--- config.mk ---
export PLATFORM = sky130hd
export DESIGN_NAME = seg_display_ctrl
export DESIGN_NICKNAME = d
export VERILOG_FILES = /design/src/rtl/seg_display_ctrl.sv
export SDC_FILE = /design/constraint.sdc
export NUM_CORES = 1
export LEC_CHECK = 0
export CORE_UTILIZATION = 40
export DETAILED_ROUTE_END_ITERATION = 8
export PLACE_DENSITY = 0.71
export SLEW_MARGIN = 20
export SYNTH_ARGS = -nofsm -noshare
export SYNTH_HDL_FRONTEND = slang
export SYNTH_SLANG_ARGS = --single-unit
--- constraint.sdc ---
create_clock -name clk -period 12.9 [get_ports clk]
set_input_delay 1.29 -clock clk [delete_from_list [all_inputs] [get_ports clk]]
set_output_delay 1.29 -clock clk [all_outputs]
set_load 0.01 [all_outputs]
--- src/rtl/seg_display_ctrl.sv ---
// seg_display_ctrl: registered hex driver for NUM_DIGITS seven-segment digits
// with static, blink and one-shot scroll modes.
//
// Ports:
//   clk         rising-edge clock
//   rst         asynchronous active-high reset
//   load_valid  load request, taken when load_ready is high
//   load_data   DATA_W-bit value to display (nibble i -> digit i)
//   load_mode   00 static, 01 blink, 10 scroll, 11 static
//   load_ready  high in IDLE/SHOW, low while a scroll pass runs
//   clear       synchronous return to blank IDLE, beats a load
//   segs        digit i at [7i+6:7i], active-low, bit6=g .. bit0=a
//
// Optional build macro: SEG_LZ_BLANK_EN blanks leading zero digits in SHOW.
module seg_display_ctrl #(
    parameter int NUM_DIGITS = 6,
    parameter int DATA_W     = 32,
    parameter int TICK_DIV   = 25000000
) (
    input  logic                    clk,
    input  logic                    rst,
    input  logic                    load_valid,
    input  logic [DATA_W-1:0]       load_data,
    input  logic [1:0]              load_mode,
    output logic                    load_ready,
    input  logic                    clear,
    output logic [NUM_DIGITS*7-1:0] segs
);

    localparam int NIB   = DATA_W / 4;
    localparam int SW    = NUM_DIGITS * 7;
    localparam int CNT_W = (TICK_DIV > 1) ? $clog2(TICK_DIV) : 1;
    localparam int OFF_W = (NIB > 1) ? $clog2(NIB) : 1;

    localparam logic [CNT_W-1:0] CNT_MAX = CNT_W'(TICK_DIV - 1);
    localparam logic [OFF_W-1:0] OFF_MAX = OFF_W'(NIB - 1);

    typedef enum logic [1:0] {
        ST_IDLE,
        ST_SHOW,
        ST_SCROLL
    } state_t;

    state_t             state_q, state_d;
    logic [DATA_W-1:0]  value_q, value_d;
    logic               blink_q, blink_d;
    logic               phase_q, phase_d;
    logic [CNT_W-1:0]   cnt_q, cnt_d;
    logic [OFF_W-1:0]   off_q, off_d;
    logic [SW-1:0]      segs_q, segs_d;
    logic               ready_q, ready_d;

    logic               accept;
    logic               tick;

    function automatic logic [6:0] hex7(input logic [3:0] n);
        logic [6:0] s;
        case (n)
            4'h0:    s = 7'b1000000;
            4'h1:    s = 7'b1111001;
            4'h2:    s = 7'b0100100;
            4'h3:    s = 7'b0110000;
            4'h4:    s = 7'b0011001;
            4'h5:    s = 7'b0010010;
            4'h6:    s = 7'b0000010;
            4'h7:    s = 7'b1111000;
            4'h8:    s = 7'b0000000;
            4'h9:    s = 7'b0010000;
            4'hA:    s = 7'b0001000;
            4'hB:    s = 7'b0000011;
            4'hC:    s = 7'b1000110;
            4'hD:    s = 7'b0100001;
            4'hE:    s = 7'b0000110;
            default: s = 7'b0001110;
        endcase
        return s;
    endfunction

    // Segment image for a given (next) state; evaluated on *_d values so
    // the picture lands in segs_q on the same edge as the state change.
    function automatic logic [SW-1:0] render(
        input state_t            st,
        input logic [DATA_W-1:0] val,
        input logic              blk,
        input logic              ph,
        input logic [OFF_W-1:0]  off
    );
        logic [SW-1:0] r;
        logic [3:0]    nib;
        int            idx;
`ifdef SEG_LZ_BLANK_EN
        logic          lead;
`endif
        r = '1;
        if (st == ST_SCROLL) begin
            for (int i = 0; i < NUM_DIGITS; i++) begin
                idx = int'(off) + i;
                if (idx >= NIB) idx = idx - NIB;
                nib = val[4*idx +: 4];
                r[7*i +: 7] = hex7(nib);
            end
        end else if (st == ST_SHOW && (!blk || ph)) begin
`ifdef SEG_LZ_BLANK_EN
            // Walk from the top digit; stay blank until the first
            // non-zero nibble, but digit 0 always shows.
            lead = 1'b1;
            for (int i = NUM_DIGITS - 1; i >= 0; i--) begin
                nib = val[4*i +: 4];
                if (nib != 4'h0 || i == 0) lead = 1'b0;
                r[7*i +: 7] = lead ? 7'h7F : hex7(nib);
            end
`else
            for (int i = 0; i < NUM_DIGITS; i++) begin
                nib = val[4*i +: 4];
                r[7*i +: 7] = hex7(nib);
            end
`endif
        end
        return r;
    endfunction

    assign accept = load_valid && ready_q;
    assign tick   = (state_q != ST_IDLE) && (cnt_q == CNT_MAX);

    always_comb begin
        state_d = state_q;
        value_d = value_q;
        blink_d = blink_q;
        phase_d = phase_q;
        cnt_d   = cnt_q;
        off_d   = off_q;

        if (clear) begin
            state_d = ST_IDLE;
            blink_d = 1'b0;
            phase_d = 1'b1;
            cnt_d   = '0;
            off_d   = '0;
        end else if (accept) begin
            // A load restarts timing even if a tick lands this cycle.
            value_d = load_data;
            blink_d = (load_mode == 2'b01);
            state_d = (load_mode == 2'b10) ? ST_SCROLL : ST_SHOW;
            phase_d = 1'b1;
            cnt_d   = '0;
            off_d   = '0;
        end else begin
            unique case (state_q)
                ST_IDLE: begin
                    cnt_d = '0;
                end
                ST_SHOW: begin
                    cnt_d = tick ? '0 : cnt_q + 1'b1;
                    if (tick && blink_q) phase_d = ~phase_q;
                end
                ST_SCROLL: begin
                    cnt_d = tick ? '0 : cnt_q + 1'b1;
                    if (tick) begin
                        if (off_q == OFF_MAX) begin
                            off_d   = '0;
                            state_d = ST_SHOW;
                            blink_d = 1'b0;
                            phase_d = 1'b1;
                        end else begin
                            off_d = off_q + 1'b1;
                        end
                    end
                end
                default: begin
                    state_d = ST_IDLE;
                end
            endcase
        end

        ready_d = (state_d != ST_SCROLL);
        segs_d  = render(state_d, value_d, blink_d, phase_d, off_d);
    end

    always_ff @(posedge clk or posedge rst) begin
        if (rst) begin
            state_q <= ST_IDLE;
            value_q <= '0;
            blink_q <= 1'b0;
            phase_q <= 1'b1;
            cnt_q   <= '0;
            off_q   <= '0;
            segs_q  <= '1;
            ready_q <= 1'b1;
        end else begin
            state_q <= state_d;
            value_q <= value_d;
            blink_q <= blink_d;
            phase_q <= phase_d;
            cnt_q   <= cnt_d;
            off_q   <= off_d;
            segs_q  <= segs_d;
            ready_q <= ready_d;
        end
    end

    assign segs       = segs_q;
    assign load_ready = ready_q;

endmodule

==> impl_metrics.env <==
export IMPL_syn_inst=952
export IMPL_nFillCells=2031
export IMPL_slew_headroom_pct=20.8
export IMPL_drc=0
export IMPL_grt_first_pass_wirelength_um=36900
export IMPL_finalWorstSetupSlack_ps=7310
export IMPL_grt_max_degree=68
export IMPL_num_vias=7510
export IMPL_wl_per_cell_um=17.5
export IMPL_worstPathRequired_ps=13160
export IMPL_peakVddDrop_uv=68.1
export IMPL_grt_pass1_vias=7067
export IMPL_io_pins=81
export IMPL_die_area_sq_um=22800
export IMPL_drt_first_pass_iters=5
export IMPL_outcome="completed"
export IMPL_synth_edf_count=0
export IMPL_max_cap_violations=0
export IMPL_cp_start_kind="input port"
export IMPL_die_h_um=151
export IMPL_async_reset_ff_share_pct=100
export IMPL_vias_per_cell=5.78
export IMPL_grt_usage_pct=20.6
export IMPL_p_per_area_nw_per_um2=113
export IMPL_period_needed_ps=5590
export IMPL_synth_area_sq_um=8870
export IMPL_gr_total_overflow=0
export IMPL_synth_ff_type="dfrtp_1"
export IMPL_cts_resized=0
export IMPL_drt_iter0_drc=666
export IMPL_synth_seq_cells=107
export IMPL_rsz0062_at_grt="no"
export IMPL_fmax_mhz=179
export IMPL_h_tree_depth=3
export IMPL_crit_path_end_kind="flop"
export IMPL_final_setup_skew_ps=15.9
export IMPL_cts_buffers=9
export IMPL_core_sq_um=21800
export IMPL_ctsHoldBuffers=0
export IMPL_cts_tree="built"
export IMPL_worst_hold_path_type="flop to flop"
export IMPL_leakagePower_nw=4.53
export IMPL_layout_drive_gt1_share_pct=13.7
export IMPL_antenna_found_initial=0
export IMPL_hold_viol=0
export IMPL_place_congestion=0.864
export IMPL_cp_max_fo=24
export IMPL_slew_viol_final=0
export IMPL_syn_nets=1071
export IMPL_postRouteAntennaNets=0
export IMPL_fin_nets=1133
export IMPL_worst_skew_pair_late_latency_ps=360
export IMPL_clock_sinks=107
export IMPL_clkSlewWorstSetupHoldPaths_ps=80
export IMPL_dp_slack_ps=7010
export IMPL_fin_crit_sh_pct=43.3
export IMPL_area_delta_synth_final_pct=15.8
export IMPL_synth_warnings=0
export IMPL_tightest_slew_ps=1190
export IMPL_antenna_cells=0
export IMPL_critPathKind="input port to flop"
export IMPL_die_w_um=151
export IMPL_cts_buffer_depth=2
export IMPL_routed_wl_um=22700
export IMPL_cts_root_buffer="clkbuf_16"
export IMPL_setup_violations=0
export IMPL_io_buffers=80
export IMPL_place_hpwl_um=16100
export IMPL_avgSynthCellArea_sq_um=9.31
export IMPL_synth_seq_area_share_pct=30.8
export IMPL_cts_setup_buffers=0
export IMPL_initial_core_util_pct=40.8
export IMPL_arrival_ps=5860
export IMPL_tns_ps=0
export IMPL_synth_cell_type_count=70
export IMPL_rows=54
==> routing by layer <==
| metal | GRT usage [%] | wire [um] |
|---|---|---|
| met1 | 29.2 | 10800 |
| met2 | 31.3 | 10200 |
| met3 | 3.73 | 1280 |
| met4 | 7.15 | 455 |
| met5 | 0 | 0 |
==> state kept, by name (all words and copies together) (netlist names) <==
signal,flops
cnt_q,25
off_q,3
state_q,2
segs,42
blink_q,1
phase_q,1
value_q,32
load_ready,1
==> layout by cell type (no fill, tap or decap), types with 19 or more instances in the layout <==
cell type,n
o21ai_0,21
mux4_2,22
nor2_1,100
inv_1,72
dfstp_2,44
dfrtp_1,63
nor3_1,29
clkdlybuf4s50_1,80
ha_1,81
buf_4,22
nand2_1,70
a21oi_1,57
a311oi_1,19
mux2i_1,99
==> synth_stat cells (4+ instances only) <==
cell        n  area [sq um]
o221ai_1    4          35.0
o21ai_0    21           105
a311oi_1   19           166
nand2b_1    7          43.8
a21oi_1    58           290
a31oi_1     8          50.1
a211o_1     4          35.0
inv_1      73           274
nand2_1    70           263
dfrtp_1    63          1580
mux2_2     15           169
mux2i_1   101          1010
nor3_1     30           150
a211oi_1   14           105
mux4_2     22           495
buf_2      22           110
o22a_1      5          43.8
a221oi_1    9          78.8
nand3_1    14          70.1
xnor2_1     4          35.0
a32oi_1     4          35.0
dfstp_2    44          1160
o32ai_1     9          78.8
ha_1       81          1010
nand4_1    11          68.8
nand3b_1    4          30.0
nor2_1    101           379
clkbuf_1   26          97.6
and3_1      7          43.8
nor2b_1     8          50.1
xor2_1     17           149
o22ai_1    17           106
==> power breakdown <==
part / total (W) / internal, W / leakage, nW / switching (W)
combinational: 0.000473 / 0.000199 / 3.11 / 0.000274
sequential: 0.000400 / 0.000388 / 1.27 / 0.0000128
clock: 0.000292 / 0.000158 / 0.151 / 0.000133
==> critical path, cell delays in order <==
cell and delay, ps:
clkdlybuf4s50_1 500, nand2b_1 320, a21oi_2 160, buf_4 330
inv_1 460, ha_1 440, xnor2_4 580, mux2i_1 180
mux4_2 590, inv_1 180, ha_1 280, mux2_2 180
nor3_1 40, a311oi_1 320
==> worst paths after layout <==
path,startpoint,end,depth (start not counted),slack [ps]
setup / recovery,clear,segs[24]$_DFF_PP1_,14,7310
setup reg to reg,state_q[0]$_DFF_PP0_,segs[24]$_DFF_PP1_,17,7610
hold reg to reg,cnt_q[23]$_DFFE_PP0P_,cnt_q[23]$_DFFE_PP0P_,1,520
min in group asynchronous,rst,blink_q$_DFF_PP0_,2,1320
hold / removal,cnt_q[23]$_DFFE_PP0P_,cnt_q[23]$_DFFE_PP0P_,1,520
max in group asynchronous,rst,value_q[20]$_DFF_PP0_,3,10280
==> layout make-up <==
cell class	count	area (sq um)	share of cell area [%]
Multi-Input combinational cell	718	5620	54.8
Clock buffer	10	239	2.33
Clock inverter	6	71.3	0.694
Sequential cell	107	2730	26.6
Timing Repair Buffer	102	966	9.40
Tap cell	280	350	3.41
Inverter	76	288	2.80
==> through the flow <==
stage / area, sq um / utilization [%] / hold slack, ps / total power, W / instances
finish: 10300 / 47.2 / 517 / 0.00117 / 1299
global route: 10300 / 47.2 / 578 / 0.00124 / 1299
CTS: 10300 / 47.2 / 523 / 0.00117 / 1299
detailed placement: 9950 / 45.7 / 519 / 0.000871 / 1283
global placement: 9950 / 45.7 / 503 / 0.000863 / 1283
floorplan: 8870 / - / 464 / 0.000722 / 952
==> cell families (layout without fill, tap and decap cells) <==
kind of cell | after synthesis | in the layout | synth area share (%)
AOI/OAI and AO/OA | 198 | 198 | 15.2
xor gates and xnor gates | 23 | 23 | 2.70
adders and majority gates | 81 | 81 | 11.4
buffers and inverters | 127 | 194 | 5.96
DFF | 107 | 107 | 30.8
muxes | 139 | 139 | 19.1
and+or+nand+nor | 277 | 277 | 14.8
Power figures use the tool's default switching activity.
